$ cat src/rtl/uart_rx_core.sv
// UART receiver core: 16x oversampled, start-bit midpoint qualification,
// LSB-first data capture and registered character/status outputs.
//
//   state | meaning
//   ------+-------------------------------------------------------------
//   IDLE  | line idle, waiting for rx_sync low on a baud tick
//   START | counting to the start-bit midpoint to reject glitches
//   DATA  | sampling DATA_BITS data bits, one per 16 ticks
//   STOP  | sampling the stop bit, then publishing the character
module uart_rx_core #(
  parameter int DATA_BITS   = 8,
  parameter int SYNC_STAGES = 2
) (
  input  logic                 clk,
  input  logic                 rst,
  input  logic                 baud_x16_en,
  input  logic                 rxd_i,
  output logic [DATA_BITS-1:0] rx_data,
  output logic                 rx_data_rdy,
  output logic                 frm_err
);

  typedef enum logic [1:0] {
    IDLE  = 2'd0,
    START = 2'd1,
    DATA  = 2'd2,
    STOP  = 2'd3
  } state_t;

  localparam logic [2:0] LAST_BIT = 3'(DATA_BITS - 1);

  logic [SYNC_STAGES-1:0] sync_q;
  logic                   rx_sync;

  state_t                 state_q, state_d;
  logic [3:0]             over_cnt_q, over_cnt_d;
  logic [2:0]             bit_cnt_q, bit_cnt_d;
  logic [DATA_BITS-1:0]   shift_q, shift_d;
  logic [DATA_BITS-1:0]   rx_data_q, rx_data_d;
  logic                   rdy_q, rdy_d;
  logic                   frm_err_q, frm_err_d;

  // Metastability chain on the asynchronous line; resets to idle (high).
  always_ff @(posedge clk or posedge rst) begin
    if (rst) begin
      sync_q <= '1;
    end else begin
      sync_q <= {sync_q[SYNC_STAGES-2:0], rxd_i};
    end
  end

  assign rx_sync = sync_q[SYNC_STAGES-1];

  // State, counters, shift register and output registers.
  always_ff @(posedge clk or posedge rst) begin
    if (rst) begin
      state_q    <= IDLE;
      over_cnt_q <= '0;
      bit_cnt_q  <= '0;
      shift_q    <= '0;
      rx_data_q  <= '0;
      rdy_q      <= 1'b0;
      frm_err_q  <= 1'b0;
    end else begin
      state_q    <= state_d;
      over_cnt_q <= over_cnt_d;
      bit_cnt_q  <= bit_cnt_d;
      shift_q    <= shift_d;
      rx_data_q  <= rx_data_d;
      rdy_q      <= rdy_d;
      frm_err_q  <= frm_err_d;
    end
  end

  // Next-state logic; everything except the ready pulse only moves on a baud tick.
  always_comb begin
    state_d    = state_q;
    over_cnt_d = over_cnt_q;
    bit_cnt_d  = bit_cnt_q;
    shift_d    = shift_q;
    rx_data_d  = rx_data_q;
    frm_err_d  = frm_err_q;
    rdy_d      = 1'b0;

    if (baud_x16_en) begin
      case (state_q)
        IDLE: begin
          if (!rx_sync) begin
            state_d    = START;
            over_cnt_d = '0;
          end
        end

        START: begin
          over_cnt_d = over_cnt_q + 4'd1;
          if (over_cnt_q == 4'd7) begin
            if (!rx_sync) begin
              state_d    = DATA;
              over_cnt_d = '0;
              bit_cnt_d  = '0;
            end else begin
              // Line went back high before the midpoint: treat as noise.
              state_d = IDLE;
            end
          end
        end

        DATA: begin
          over_cnt_d = over_cnt_q + 4'd1;
          if (over_cnt_q == 4'd15) begin
            shift_d   = {rx_sync, shift_q[DATA_BITS-1:1]};
            bit_cnt_d = bit_cnt_q + 3'd1;
            if (bit_cnt_q == LAST_BIT) begin
              state_d    = STOP;
              over_cnt_d = '0;
            end
          end
        end

        STOP: begin
          over_cnt_d = over_cnt_q + 4'd1;
          if (over_cnt_q == 4'd15) begin
            // A low stop bit still publishes the character; it is flagged, not dropped.
            rx_data_d = shift_q;
            frm_err_d = !rx_sync;
            rdy_d     = 1'b1;
            state_d   = IDLE;
          end
        end

        default: begin
          state_d = IDLE;
        end
      endcase
    end
  end

  assign rx_data     = rx_data_q;
  assign rx_data_rdy = rdy_q;
  assign frm_err     = frm_err_q;

endmodule

$ cat config.mk
export PLATFORM = sky130hd
export DESIGN_NAME = uart_rx_core
export DESIGN_NICKNAME = d
export VERILOG_FILES = /design/src/rtl/uart_rx_core.sv
export SDC_FILE = /design/constraint.sdc
export NUM_CORES = 1
export LEC_CHECK = 0
export ABC_AREA = 0
export BUFFER_PORTS_ARGS = -buffer_cell sky130_fd_sc_hd__buf_2
export CORE_MARGIN = 2
export CORE_UTILIZATION = 25
export DETAILED_ROUTE_END_ITERATION = 7
export PLACE_DENSITY = 0.5
export SYNTH_ARGS = -nofsm -noshare
export SYNTH_HDL_FRONTEND = slang
export SYNTH_SLANG_ARGS = --single-unit
$ cat constraint.sdc
create_clock -name clk -period 2.2 [get_ports clk]
set_clock_uncertainty 0.2 [all_clocks]
set_input_delay 0.22 -clock clk [delete_from_list [all_inputs] [get_ports clk]]
set_output_delay 0.22 -clock clk [all_outputs]
set_load 0.02 [all_outputs]
* Word-level counts from Yosys, hierarchy flattened
Index checks and enable logic that the tools add are counted.
** Word-level totals
- Bits in registers :: 29
- Bits in latches :: 0
- Memory bits (writable) :: 0
- Bits in read-only memories :: 0
- Input port bits :: 4
- Word-level logic and storage cells :: 50
- Memories kept :: 0
** Operators by class
- Add/subtract/negate cells :: 2
- $mul :: 0
- Div/mod/pow operators :: 0
- Order comparisons :: 0
- Eq/ne operators :: 12
- Shift-type cells :: 0
- Multiplexer cells :: 20
- Bitwise operators :: 0
- Reduce and logical (&&, ||, !) cells :: 8
** Operators by type and width (count)
- $mux 4 :: 5
- $pmux 4 s4 :: 1
- $mux 2 :: 6
- $ne 2x2->1 const B :: 6
- $mux 3 :: 3
- $pmux 2 s4 :: 1
- $pmux 3 s2 :: 1
- $reduce_and 3->1 :: 2
- $reduce_and 6->1 :: 1
- $reduce_and 5->1 :: 1
- $add 4x1->4 const B :: 1
- $eq 2x2->1 const B :: 2
- $eq 4x3->1 const B :: 1
- $eq 4x4->1 const B :: 1
- $add 3x1->3 const B :: 1
- $eq 3x3->1 const B :: 1
- $mux 1 :: 3
- $eq 2x1->1 const B :: 1
- $logic_not 2->1 :: 1
- $reduce_and 2->1 :: 1
- $reduce_bool 2->1 :: 1
- $logic_not 1->1 :: 1

* Longest topological paths before layout
Gate-level depths: netlist (run 1).
- Depth in word-level cells :: 4
- Gate-level depth with buffers :: 6

* Worst setup path before layout (run 1)
Ideal clock, no wire load.
- Path kind :: register to register
- Start :: register over_cnt_q[0]
- End :: register shift_q[0]
- Setup time :: 125 ps
- Arrival :: 1408 ps
- Setup slack :: 468 ps
- Stages on the path, launching flop included :: 6
- Cells stage by stage :: dfrtp_1 > ha_1 > and4_4 > nand2_2 > nor2_4 > mux2_2
** Between the ends
- Longest elaborated chain between the ends :: 2
** RTL lines
- from (decl) :: line 36 : logic [3:0] over_cnt_q, over_cnt_d;
- from (signal assigned) :: line 66 : over_cnt_q <= over_cnt_d;
- $eq 4x4->1 :: line 110 : if (over_cnt_q == 4'd15) begin
- $reduce_and 3->1 (no line)
- to (signal assigned) :: line 68 : shift_q <= shift_d;
- to (decl) :: line 38 : logic [DATA_BITS-1:0] shift_q, shift_d;
No other way between the ends.
A chain may end at the register's enable or synchronous reset.

* Worst setup path after layout (run 1)
- Start :: register over_cnt_q[0]
- End :: register rx_data_q[4], in the netlist rx_data[4]
** Between the ends
- Longest elaborated chain between the ends :: 2
** RTL lines
- $eq 4x4->1 :: line 122 : if (over_cnt_q == 4'd15) begin
- $reduce_and 3->1 (no line)
- to (signal assigned) :: line 69 : rx_data_q <= rx_data_d;
- to (decl) :: line 39 : logic [DATA_BITS-1:0] rx_data_q, rx_data_d;
No other way between the ends.

==> results of run 1 <==
## timing repair
action | CTS | global route
endpoints found under the setup margin | 0 | 0
hold endpoints to repair | 28 | 0
hold buffers | 2 | 0
## worst max-delay path, stage by stage, from the launching register on
cell and delay, ps:
dfrtp_1 390, ha_1 280, and4_4 270, nand3_2 280, mux2_4 400
## cells in the final DEF, fill, tap and decap left out, types with 3 or more instances in the layout
| master | Yosys | layout |
|---|---|---|
| nand3_1 | 4 | 4 |
| buf_2 | 1 | 13 |
| nor2_1 | 4 | 4 |
| ha_1 | 3 | 3 |
| mux2_4 | 7 | 7 |
| clkbuf_8 | 1 | 5 |
| a21o_1 | 3 | 3 |
| inv_1 | 3 | 3 |
| o21ai_0 | 3 | 3 |
| dfrtp_1 | 27 | 27 |
| nand4_1 | 3 | 3 |
| mux2_2 | 10 | 10 |
| o2bb2ai_1 | 3 | 3 |
| nand2_1 | 10 | 10 |
## Yosys cell counts (2+ instances only)
master     number  area [um^2]
a22oi_1         2         15.0
nand2b_1        2         12.5
nor2_1          4         15.0
a21o_1          3         22.5
o21ai_0         3         15.0
mux2_4          7          105
o21ai_1         2         10.0
nand3_1         4         20.0
dfstp_2         2         52.6
mux2_2         10          113
nand2_1        10         37.5
o2bb2ai_1       3         26.3
ha_1            3         37.5
nand4_1         3         18.8
inv_1           3         11.3
dfrtp_1        27          676
buf_6           3         33.8
## routing by layer
layer	wire length, um	GRT usage (%)	up-vias	part of all wire (%)
met5	0	0	-	0
met4	78	6.43	0	3.3
met3	87	2.91	6	3.6
met2	1090	14.4	13	46
met1	1130	11.2	433	47
li1	-	-	419	-
## sequential cells by signal, indices dropped and copies added (netlist names), named ones only
register,count
shift_q,8
rx_data,8
bit_cnt_q,3
frm_err,1
state_q,1
sync_q,2
rx_data_rdy,1
over_cnt_q,4
## power groups by stage
stage / registers, W / logic, W / clock network, W
3_3_place_gp: 0.000724 / 0.000289 / 0
4_1_cts: 0.000719 / 0.000308 / 0.000444
2_1_floorplan: 0.000661 / 0.000340 / 0
3_5_place_dp: 0.000730 / 0.000303 / 0
5_1_grt: 0.000738 / 0.000350 / 0.000470
6_report: 0.000721 / 0.000304 / 0.000432
## cell type report
class / instances / area share, %
sequential: 29 / 46.4
multi-input combinational: 69 / 35.4
timing repair buffer: 17 / 6.38
tap: 70 / 5.59
clock buffer: 5 / 4.39
clock inverter: 3 / 1.12
inverter: 3 / 0.718
## stage by stage
step                      total power, W  instances
after CTS                        0.00147        196
final                            0.00146        196
after global routing             0.00156        196
after global placement           0.00101        186
after floorplan                  0.00100        107
after detailed placement         0.00103        186
## cells by family after synthesis
| kind of cell | share of synthesized area [%] |
|---|---|
| AOI/OAI and AO/OA | 8.78 |
| xor gates and xnor gates | 0.647 |
| adders and majority gates | 2.77 |
| buffers and inverters | 5.27 |
| DFF | 53.8 |
| muxes | 16.8 |
| and+or+nand+nor | 11.9 |
## how the worst max path moves through the flow
| stage | from | to | slack, ps | cells past startpoint |
|---|---|---|---|---|
| floorplan | over_cnt_q[0] | shift_q[0] | 470 | 5 |
| CTS | over_cnt_q[0] | rx_data[4] | 240 | 4 |
| global route | over_cnt_q[0] | rx_data[4] | 140 | 4 |
| finish | over_cnt_q[0] | rx_data[4] | 250 | 4 |
| detailed placement | over_cnt_q[0] | rx_data[4] | 260 | 4 |
| global placement | over_cnt_q[0] | rx_data[5] | 320 | 4 |
==> results.md, run 1 <==
* Relative slew slack at 75.3%
* CTS clk-pin slew, worst paths at 70 ps
* Number of global-route vias before repair at 892
* # Post-CTS Setup Buffers at 0
* Resized Gates After CTS at 0
* Fin area at 1570 um^2
* Wire per inst at 12.2 um
* Antenna cell count at 0
* Critical path peak fanout at 11
* Largest net degree at the start of global routing at 30
* Hold depth at 3
* Post-route setup TNS at 0 ps
* Row count at 26
* WP data required at 2160 ps
* Unrepaired setup endpoints after global routing: false
* Leak at 0.777 nW
* Mapped Area at 1350 um^2
* Longest Clk Path Bufs at 2
* Final wirelength at 2390 um
* Startpoint Class: flip-flop
* Drt first-iter violations at 56
* Sequential cell area at 728 um^2
* Reg2reg setup slack at 250 ps
* Worst Path Arrival at 1910 ps
* Mapped Avg Cell Area at 12.7 um^2
* Synthesized flop and latch total at 29
* Grt total ovfl at 0
* Fillers at 528
* Worst r2r path cells at 4
* Util after Layout at 30.3%
* Hold crit path type: in -> reg
* GRT Util Overall at 9.39%
* Post-synth cell types at 33
* Chip height at 77.6 um
* Placed Area at 1460 um^2
* Total iterations of the first detailed-routing run at 4
* Hold EP: over_cnt_q[1]
* Final cycle utilization of the critical path at 88.6%
* Clock power frac at 29.7%
* Max_cap viols at 0
* Synthesis-to-finish area growth at 15.8%
* Final Hold Slack at 76.3 ps
* Ys flop type: dfrtp_1
* Hold_sp: baud_x16_en
* Die Wd at 77.6 um
* Share of flip-flops with an asynchronous set or reset at 100%
* Reg2reg end: rx_data[4]
* Clock sinks at 29
* CP Class: reg -> reg
* Core Footprint at 5170 um^2
* Final setup fails at 0
* Dpl hpwl at 1650 um
* Via/cell ratio at 4.44
* YS warnings at 0
* Seq/Total Area, Yosys at 53.8%
* FF-to-FF Start: over_cnt_q[0]
* Routability-driven placement congestion ratio at 0.795
* Worst skew pair latency at 280 ps
* Psw at 0.000488 W
* Final slew viol count at 0
* CTS tree: built
* Fmax achieved at 0.513 GHz
* Htree depth at 2
* DR DRC count at 0
* Outcome: finished, final reports clean
* Ports at 14
* Slew @ Worst Pin at 370 ps
* Sw frac at 33.5%
* PD cells at 930 nW/um^2
* Post-route ant nets at 0
* Antenna violations before repair at 0
* Post-synth EDFFs at 0
* DIE AREA at 6020 um^2
* Post-Syn Instances at 107
* I/O Buffers at 13
* Share of layout cells above drive strength 1 at 36.5%
* Internal power at 0.000969 W
* Crit end category: flip-flop
* First-pass GRT wire length at 4310 um
* Num CTS Buffers at 5
* Via count at 871
* Crit path time final at 1950 ps
* Final #Nets at 132
* Sequential power share at 49.5%
* Final Hold Fails at 0
* CTS root buffer: clkbuf_8
* Mapped Nets at 114
* Gate power share at 20.9%
* Post-Place Setup Slack at 259 ps
* Multi-input gate area at 554 um^2
* Worst Slack Setup Final at 252 ps
* Initial core utilization at 26.2%
* Max IR drop VDD at 0.279 mV
(Power assumes the default switching activity.)
==> run 2, diff against run 1 <==
--- a/config.mk
+++ b/config.mk
@@ -6,11 +6,12 @@
 export NUM_CORES = 1
 export LEC_CHECK = 0
 export ABC_AREA = 0
+export ABC_CLOCK_PERIOD_IN_PS = 1590
 export BUFFER_PORTS_ARGS = -buffer_cell sky130_fd_sc_hd__buf_2
 export CORE_MARGIN = 2
 export CORE_UTILIZATION = 25
 export DETAILED_ROUTE_END_ITERATION = 7
-export PLACE_DENSITY = 0.5
+export PLACE_DENSITY = 0.52
 export SYNTH_ARGS = -nofsm -noshare
 export SYNTH_HDL_FRONTEND = slang
 export SYNTH_SLANG_ARGS = --single-unit
==> constraint.sdc (replaced) <==
create_clock -name clk -period 1.59 [get_ports clk]
set_clock_uncertainty 0.2 [all_clocks]
set_input_delay 0.159 -clock clk [delete_from_list [all_inputs] [get_ports clk]]
set_output_delay 0.159 -clock clk [all_outputs]
set_load 0.02 [all_outputs]
==> results.md, run 2 (synthesis gave the netlist of run 1 again) <==
* Fmax achieved at 0.593 GHz
* Die Wd at 77.6 um
* Gate power share at 33.4%
* Startpoint Class: flip-flop
* Post-route insts no fill at 216
* CP cell instances: ha_4 > and4_4 > nand2_4 > nor2_4 > buf_12 > mux2_4
* Chip height at 77.6 um
* Most common cell after layout, fill and taps aside: dfrtp_1
* Antenna violations before repair at 0
* CTS tree: built
* DIE AREA at 6020 um^2
* Sequential power share at 36.8%
* Crit end category: flip-flop
* Worst skew pair latency at 280 ps
* Dpl hpwl at 1800 um
* Share of layout cells above drive strength 1 at 56.2%
* Violated checks: setup timing
* Psw at 0.000830 W
* Final setup fails at 19
* Most frequent cells in the layout: 24 x dfrtp_1, 18 x buf_4, 15 x mux2_4
* Routability-driven placement congestion ratio at 0.861
* Worst Slack Setup Final at -96.3 ps
* Drt first-iter violations at 39
* CTS root buffer: clkbuf_8
* CP Class: reg -> reg
* Number of global-route vias before repair at 1013
* GRT Util Overall at 10.5%
* DR DRC count at 0
* Final Hold Fails at 0
* Hold crit path type: in -> reg
* Wire per inst at 12.8 um
* Relative slew slack at 75.3%
* Unrepaired setup endpoints after global routing: true
* Crit path time final at 1690 ps
* Critical path's largest stage delay at 400 ps
* First-pass GRT wire length at 4870 um
* Hold_sp: baud_x16_en
* Ports at 14
* Largest net degree at the start of global routing at 30
* Final slew viol count at 0
* Outcome: finished, violations left
* Slew @ Worst Pin at 371 ps
* Clock sinks at 29
* Antenna cell count at 0
* Core Footprint at 5170 um^2
* Longest Clk Path Bufs at 2
* Leak at 0.941 nW
* Initial core utilization at 26.2%
* Final Hold Slack at 101 ps
* Internal power at 0.00187 W
* Worst Path Arrival at 1650 ps
* WP data required at 1560 ps
* Row count at 26
* Final #Nets at 152
* Sw frac at 30.8%
* Htree depth at 2
* Post-route ant nets at 0
* Max IR drop VDD at 0.431 mV
* Final wirelength at 2760 um
* Synthesis-to-finish area growth at 40.8%
* Slowest CP cell: dfrtp_1
* Via/cell ratio at 4.41
* Grt total ovfl at 0
* Fillers at 499
* Placed instance count at 197
* Total iterations of the first detailed-routing run at 4
* Clock power frac at 29.8%
* Critical path peak fanout at 8
* Final cycle utilization of the critical path at 106%
* FF-to-FF Start: over_cnt_q[0]
* Max_cap viols at 0
* Worst setup startpoint: over_cnt_q[0]
* I/O Buffers at 13
* PD cells at 1410 nW/um^2
* CTS clk-pin slew, worst paths at 60 ps
* Num CTS Buffers at 5
* Via count at 952
[run 2: routing by layer]
layer  up-vias  GRT usage [%]  share of wire (%)
li1        456              -                  -
met1       478           12.8                 44
met2        12           16.2                 50
met3         6           2.79                2.6
met4         0           6.96                3.0
met5         -              0                  0
[run 2: path summary, 6_finish.rpt]
check	to	slack, ps	depth (start not counted)
max	shift_q[5]	-100	6
min	over_cnt_q[0]	100	4
max reg2reg	shift_q[5]	-100	6
min reg2reg	sync_q[1]	160	0
max in group asynchronous	sync_q[1]	590	4
min in group asynchronous	frm_err	280	4
[run 2: repair_timing]
item                                    CTS  global route
buffers inserted                          2             7
pin swaps                                 4            10
endpoints found under the setup margin   22            25
gates resized for setup                  10            19
hold buffers                              2             0
endpoints found under the hold margin    28             0
[run 2: through the flow]
step / worst slack, ps / setup TNS (ps) / area, um^2 / total power, W / util, %
floorplan: -110 / -1010 / 1370 / 0.00141 / -
global placement: -143 / -1950 / 1570 / 0.00156 / 30.3
detailed placement: -189 / -2550 / 1570 / 0.00158 / 30.3
CTS: -115 / -1990 / 1770 / 0.00242 / 34.3
global route: -150 / -2390 / 1910 / 0.00286 / 36.8
finish: -96.3 / -1180 / 1910 / 0.00270 / 36.8
[run 2: power by group through the flow]
| stage | sequential, W | clock (W) | combinational, W |
|---|---|---|---|
| 6_report | 0.000991 | 0.000803 | 0.000901 |
| 5_1_grt | 0.00100 | 0.000861 | 0.000997 |
| 4_1_cts | 0.000974 | 0.000812 | 0.000631 |
| 3_5_place_dp | 0.000983 | 0 | 0.000600 |
| 3_3_place_gp | 0.000979 | 0 | 0.000579 |
| 2_1_floorplan | 0.000926 | 0 | 0.000482 |
[run 2: cell type report]
cell class / count / area [um^2] / area share, %
multi-input cells: 69 / 676 / 35.5
clock buffers: 7 / 86.3 / 4.53
repair buffers: 37 / 283 / 14.8
well taps: 70 / 87.6 / 4.60
clock inverters: 1 / 30.0 / 1.58
inverters: 3 / 11.3 / 0.591
flip-flops and latches: 29 / 732 / 38.4
[run 2: worst max-delay path, delay by kind of cell, from the launching register on]
family,cells,cell delay (ps)
fa+ha+maj,1,150
buf+inv,1,140
flops,1,400
mux,1,300
simple gates,3,390
